File: src/rtl/req_rr_issuer.sv
// rtl/req_rr_issuer.sv - round-robin request issuer with bounded grant wait
// Picks one requesting client, pulses req downstream, returns ack on grnt rise or err on timeout.
module req_rr_issuer #(
    parameter int NUM_CLIENTS = 4,
    parameter int TIMEOUT     = 6,
    parameter int IDW         = $clog2(NUM_CLIENTS)
) (
    input  logic                   clk,
    input  logic                   rst_n,
    input  logic [NUM_CLIENTS-1:0] client_req,
    output logic [NUM_CLIENTS-1:0] client_ack,
    output logic [NUM_CLIENTS-1:0] client_err,
    output logic                   req,
    input  logic                   grnt,
    output logic [IDW-1:0]         grant_id,
    output logic                   busy
);

    localparam int TW = $clog2(TIMEOUT + 1);
    localparam logic [IDW:0] NC = (IDW + 1)'(NUM_CLIENTS);

    typedef enum logic [1:0] {
        IDLE  = 2'd0,
        ISSUE = 2'd1,
        WAIT  = 2'd2
    } state_t;

    state_t                   state, state_d;
    logic [IDW-1:0]           rr_ptr, rr_ptr_d;
    logic [IDW-1:0]           grant_id_d, pick_idx, next_ptr;
    logic [IDW:0]             scan_idx;
    logic                     pick_valid;
    logic [TW-1:0]            tmo_cnt, tmo_cnt_d;
    logic                     grnt_q, grnt_rise;
    logic [NUM_CLIENTS-1:0]   eff_req, ack_d, err_d;
    logic                     req_d, busy_d;

    assign grnt_rise = grnt & ~grnt_q;

    // A client whose ack/err is on the wire right now must not be picked again this cycle.
    assign eff_req = client_req & ~(client_ack | client_err);

    assign next_ptr = (grant_id == IDW'(NUM_CLIENTS - 1)) ? '0 : grant_id + IDW'(1);

    always_comb begin
        pick_valid = 1'b0;
        pick_idx   = '0;
        scan_idx   = '0;
        for (int i = 0; i < NUM_CLIENTS; i++) begin
            if (!pick_valid) begin
                scan_idx = {1'b0, rr_ptr} + (IDW + 1)'(i);
                if (scan_idx >= NC) begin
                    scan_idx = scan_idx - NC;
                end
                if (eff_req[scan_idx[IDW-1:0]]) begin
                    pick_valid = 1'b1;
                    pick_idx   = scan_idx[IDW-1:0];
                end
            end
        end
    end

    always_comb begin
        state_d    = state;
        rr_ptr_d   = rr_ptr;
        grant_id_d = grant_id;
        tmo_cnt_d  = tmo_cnt;
        req_d      = 1'b0;
        busy_d     = busy;
        ack_d      = '0;
        err_d      = '0;
        case (state)
            IDLE: begin
                busy_d = 1'b0;
                if (pick_valid) begin
                    grant_id_d = pick_idx;
                    req_d      = 1'b1;
                    busy_d     = 1'b1;
                    state_d    = ISSUE;
                end
            end
            ISSUE: begin
                tmo_cnt_d = '0;
                busy_d    = 1'b1;
                state_d   = WAIT;
            end
            WAIT: begin
                // Ack has priority over a timeout expiring in the same cycle.
                if (grnt_rise) begin
                    ack_d[grant_id] = 1'b1;
                    busy_d          = 1'b0;
                    rr_ptr_d        = next_ptr;
                    state_d         = IDLE;
                end else if (tmo_cnt == TW'(TIMEOUT - 1)) begin
                    err_d[grant_id] = 1'b1;
                    busy_d          = 1'b0;
                    rr_ptr_d        = next_ptr;
                    state_d         = IDLE;
                end else begin
                    tmo_cnt_d = tmo_cnt + TW'(1);
                end
            end
            default: begin
                busy_d  = 1'b0;
                state_d = IDLE;
            end
        endcase
    end

    always_ff @(posedge clk or negedge rst_n) begin
        if (!rst_n) begin
            state      <= IDLE;
            rr_ptr     <= '0;
            grant_id   <= '0;
            tmo_cnt    <= '0;
            grnt_q     <= 1'b0;
            req        <= 1'b0;
            busy       <= 1'b0;
            client_ack <= '0;
            client_err <= '0;
        end else begin
            state      <= state_d;
            rr_ptr     <= rr_ptr_d;
            grant_id   <= grant_id_d;
            tmo_cnt    <= tmo_cnt_d;
            grnt_q     <= grnt;
            req        <= req_d;
            busy       <= busy_d;
            client_ack <= ack_d;
            client_err <= err_d;
        end
    end

endmodule

File: config.mk
export PLATFORM = sky130hd
export DESIGN_NAME = req_rr_issuer
export DESIGN_NICKNAME = d
export VERILOG_FILES = /design/src/rtl/req_rr_issuer.sv
export SDC_FILE = /design/constraint.sdc
export NUM_CORES = 1
export LEC_CHECK = 0
export BUFFER_PORTS_ARGS = -buffer_cell sky130_fd_sc_hd__buf_2
export CORE_MARGIN = 2
export CORE_UTILIZATION = 55
export DETAILED_ROUTE_END_ITERATION = 12
export MAX_ROUTING_LAYER = met4
export PLACE_DENSITY = 0.8
export SYNTH_ARGS = -nofsm -noshare
export SYNTH_HDL_FRONTEND = slang
export SYNTH_SLANG_ARGS = --single-unit
File: constraint.sdc
create_clock -name clk -period 4.06 [get_ports clk]
set_clock_uncertainty 0.05 [all_clocks]
set_input_delay 1.218 -clock clk [delete_from_list [all_inputs] [get_ports clk]]
set_output_delay 1.218 -clock clk [all_outputs]
set_load 0.005 [all_outputs]
* Yosys cells after proc, flatten, opt, wreduce, memory -nomap -nowiden *
Cells that the tools add are included.

word-level totals
  flip-flop bits (word level) = 20
  input port bits = 7
  output and inout port bits = 12

operators by class
  $add $sub $neg = 9
  $lt $le $gt $ge = 10
  eq/ne operators = 8
  muxes and demuxes = 51
  bitwise gates (word level) = 5
  reduce and logical (&&, ||, !) cells = 8

operator list
  operator                                                           number
  2-to-1 mux 2 bit                                                   20
  2-to-1 mux 4 bit                                                   5
  2-to-1 mux 1 bit                                                   16
  < comparator 2 x 3 -> 1 bit, second input constant                 5
  greater-or-equal comparator 3 bit, second input constant           3
  binary-select mux 1 bit (select 2 bit)                             4
  subtractor 2 x 1 -> 2 bit, second input constant                   4
  adder 2 x 2 -> 3 bit, second input constant                        2
  2-to-1 mux 3 bit                                                   2
  != test 2 bit, second input constant                               3
  one-hot mux 2 bit (3 select lines)                                 1
  one-hot mux 3 bit (2 select lines)                                 1
  AND reduction 2 bit                                                3
  AND 4 bit                                                          1
  equality test 2 bit, second input constant                         2
  inverter 4 bit                                                     1
  bitwise OR 4 bit                                                   1
  nonzero test 2 bit                                                 2
  adder 2 x 1 -> 3 bit, second input constant                        1
  adder 3 x 1 -> 3 bit, second input constant                        1
  equality test 3 bit, second input constant                         1
  greater-or-equal comparator 2 x 3 -> 1 bit, second input constant  1
  != test 3 bit, second input constant                               1
  one-hot mux 1 bit (3 select lines)                                 1
  9 further kinds                                                    9

* Longest topological paths before layout *
  word-level depth = 23
  depth in mapped cells = 6
  mapped depth without buffers = 6

* Worst setup path after synthesis *
OpenSTA, ideal clock, no wires.

  path type = input-to-reg
  from = in client_req[1]
  to = reg grant_id[1]
  arrival time = 2018 ps
  data required time = 3883 ps
  setup slack = 1865 ps
  cell stages on the path = 4
  buffers on the path = 0
  path through = nor3b_4 -> o41ai_4 -> o21bai_1 -> o22ai_1

on the way
  longest elaborated chain between the ends = 10
  elaborated cells on any way between the ends = 24

ends and longest elaborated chain
  item                                    line  source
  start, declared                         10    input logic [NUM_CLIENTS-1:0] client_req,
  AND 4 bit *                             41    assign eff_req = client_req & ~(client_ack | client_err);
  binary-select mux 1 bit (select 2 bit)  55    if (eff_req[scan_idx[IDW-1:0]]) begin
  2-to-1 mux 1 bit (implied by the code)  55
  2-to-1 mux 2 bit (2 in series)          55
  2-to-1 mux 2 bit                        50    if (!pick_valid) begin
  2-to-1 mux 2 bit                        55
  2-to-1 mux 2 bit                        50
  2-to-1 mux 2 bit                        55
  2-to-1 mux 2 bit                        50
  end signal, assigned                    124   grant_id <= grant_id_d;
  end, declared                           15    output logic [IDW-1:0] grant_id,

Every way passes the cells marked *; elsewhere a longest branch is shown, timed or not. The select of a mux whose other input is x is not followed.
A chain may end at the register's enable or synchronous reset.

* Worst setup path in the final report *
  from = reg grant_id[0]
  to = out grant_id[0]

No word-level cell between the ends.

==> metrics list <==
* Share of the synthesized netlist area taken by xor and xnor gates: 0.00899
- After floorplanning, the core was sized to cover 1690 um2.
- Dividing the detail-routed via count by the number of cells gives 5.54.
* Commonest cells after routing, fill and taps aside: 20 x dfrtp_1, 18 x buf_2, 7 x inv_1
* Biggest fanout along the worst timing path: 6
- The run finished with clean final reports.
- The initial utilization of the core area, before any placement, comes to 0.577.
* Sequential fraction of the synthesis area: 0.513
* Unrepaired setup endpoints after global routing: no
* Slowest cell on the critical path: dfrtp_1
* LEAKAGE: 0.601 nW
- Counting flops with a built-in enable in the synthesized netlist gives 0.
- Number of buffers inserted during clock tree synthesis: 3
- CP Data Arrival Time: 0.89 ns
* Areal power density over the cells: 559 nW/um2
- Across all layers, the routed design uses 676 vias.
- The first global-routing pass estimated 2820 um of wire.
- Traced cell by cell, the critical path runs through buf_2.
* Antenna violation net count after detailed routing: 0
* Height of the die: 46.1 um
- The die is 46.1 um wide.
- Number of instances in the synthesized netlist: 84
* Final Critical Period: 2.16 ns
- The initial antenna violation count is 0.
* TritonCTS clock tree: done
- The tree built by TritonCTS fans out to 20 sinks.
- Of the cells placed in the final design, the portion with a size suffix greater than 1 is 0.286.
- Share of the clock period used by the worst path: 0.532
- The pre-antenna-repair detailed-routing pass consisted of 4 iterations.
- Vias in the first global route: 686
- Averaged over all synthesized cells, the footprint is 11.6 um2.
- In this run the worst hold path is classified as flop to flop.
* Worst-case vdd ir drop: 0.376 mV
- Of the total synthesized cell area, the portion taken by AND, OR, NAND and NOR gates is 0.222.
* Compound-gate portion of the synthesized area: 0.114
- Summing all non-filler instances in the final layout gives an area of 1110 um2.
- Wire length per cell after detailed routing: 14.1 um
* Maximum number of pins on one net before global-route repair: 21
* Adder-cell share of the synthesized area: 0.0770
- Post-CTS repair changed the size of 0 cells.
* IO Count: 19
- After global routing the overflow that remains totals 0.
* Top FF cell, synth: dfrtp_1
- Port buffering added 18 buffers.
- The worst setup path is of the flop to primary output kind.
* Final antenna diode count: 0
* Net count after synthesis: 97
- Quantity of hold-fixing buffers added after cts: 0
* Netlist Area Pre-Place: 975 um2
- Placement Cell Area: 1090 um2
- Number of buffer and inverter stages on the critical path: 1
* Final setup violation count: 0
* Top cell family by delay on the critical path: flip-flops
- In the synthesized netlist the async set-or-reset flop fraction comes to 1.00.
* Sum of negative setup slack: 0 ns
- For this run, the total global-route usage over all layers was measured as 0.197.
* Data required, critical path: 2.79 ns
- Final-stage net count: 120
* Multiplexer share of the synthesized area: 0.0334
* Overall routed net length: 1720 um
* Hold violation total from the final report: 0
- The first routing iteration left 5 violations.
* Max frequency: 0.463 GHz
* Slew headroom: 0.705
* Max-cap violations: 0
- Slew at the pin with the worst max-slew slack: 0.442 ns
- Critical Path End Type: primary output
- In this design, the stage delay of the slowest critical-path cell is 0.45 ns.
- The clock reaches the later pin of the worst-skew pair after 0.29 ns.
- Counting distinct cell types in the post-synthesis netlist gives 30.
- From synthesis to final layout, the design area changed by 13.7%.
- Final Max Slew Viols: 0
- In this run the deepest clock path goes through 2 buffers.
- Leaving out fill and tap cells, the most frequent cell in the layout is dfrtp_1.
- Number of cell rows: 15
- The congestion estimate from routability-driven global placement came to 0.832.
* Full die area: 2120 um2
- Crit path launch type: flop
- #FFs+latches synth: 20
- Remaining design rule violation count: 0
- Clock transition at the register clock pins on the worst setup and hold paths after CTS: 0.10 ns
- Yosys warnings: 0
- By area, the combinational part of the netlist is dominated by simple AND/OR/NAND/NOR gates.
* Detailed placement HPWL: 1340 um
- CTS built an H-tree with a depth of 1.
- Once the clock tree was built, the setup fixing pass inserted 0 buffers.
* CTS root buffer: clkbuf_4
[where the power goes]
group          internal (mW)  leakage [nW]  switching, mW
Combinational          0.108         0.328          0.124
Clock                 0.0345        0.0138         0.0546
Sequential             0.251         0.259         0.0483
Total                  0.393         0.601          0.227
[metal layers]
metal / share of wire / track usage / up-vias / routed length, um
li1: - / - / 334 / -
met1: 0.45 / 0.222 / 324 / 772
met2: 0.49 / 0.322 / 14 / 850
met3: 0.033 / 0.0392 / 4 / 57
met4: 0.023 / 0.114 / 0 / 39
met5: 0 / - / - / 0
[path summary, 6_finish.rpt]
kind	slack, ns	end	startpoint	cells past startpoint
min	0.50	tmo_cnt[1]	tmo_cnt[1]	2
max	1.90	grant_id[0]	grant_id[0]	1
max reg2reg	2.52	rr_ptr[1]	tmo_cnt[1]	5
max in group asynchronous	2.85	state[1]	rst_n	1
min in group asynchronous	0.81	tmo_cnt[0]	rst_n	1
min reg2reg	0.50	tmo_cnt[1]	tmo_cnt[1]	2
[per-stage QoR]
| step | std cells | power [mW] | worst slack [ns] | util | hold slack (ns) |
|---|---|---|---|---|---|
| after floorplan | 84 | 0.457 | 1.87 | - | 0.443 |
| after global placement | 119 | 0.522 | 1.74 | 0.643 | 0.464 |
| after detailed placement | 119 | 0.533 | 1.68 | 0.643 | 0.478 |
| after CTS | 122 | 0.625 | 1.89 | 0.656 | 0.500 |
| after global routing | 122 | 0.668 | 1.84 | 0.656 | 0.528 |
| final | 122 | 0.620 | 1.90 | 0.656 | 0.495 |
[synth_stat cells, types with 2 or more instances]
cell / instances / area (um2)
nand3_1: 3 / 15.0
nor2_1: 3 / 11.3
ha_1: 6 / 75.1
o21ai_0: 2 / 10.0
nor3b_2: 2 / 25.0
nand2_1: 5 / 18.8
nor3b_4: 2 / 37.5
and3_1: 4 / 25.0
dfrtp_1: 20 / 500
mux2_2: 2 / 22.5
and2_1: 5 / 31.3
nand2b_1: 2 / 12.5
o22ai_1: 2 / 12.5
a21oi_1: 4 / 20.0
inv_1: 7 / 26.3
[cells by family (layout without fill, tap and decap cells)]
family	Yosys count	in the layout
and+or+nand+nor	32	32
buffers and inverters	8	29
AOI/OAI and AO/OA	14	14
DFF	20	20
adders and majority gates	6	6
xor gates and xnor gates	1	1
muxes	3	3
[flip-flops by register name, indices dropped and copies added (netlist names)]
signal      cells
grnt_q          1
client_err      4
req             1
tmo_cnt         3
state           2
busy            1
grant_id        2
client_ack      4
rr_ptr          2
[cell type report]
class / count / area, um2
fill: 145 / 581
sequential: 20 / 500
multi-input combinational: 56 / 444
timing repair buffer: 18 / 90.1
inverter: 8 / 30.0
clock buffer: 3 / 22.5
tap: 17 / 21.3
[worst reg2reg max path, stage by stage, from the launching register on]
cell,delay (ns)
dfrtp_1,0.41
inv_1,0.06
ha_1,0.14
nand2_1,0.11
a21oi_1,0.29
mux2_2,0.37
Note: power is estimated with default switching activity, not from simulation.
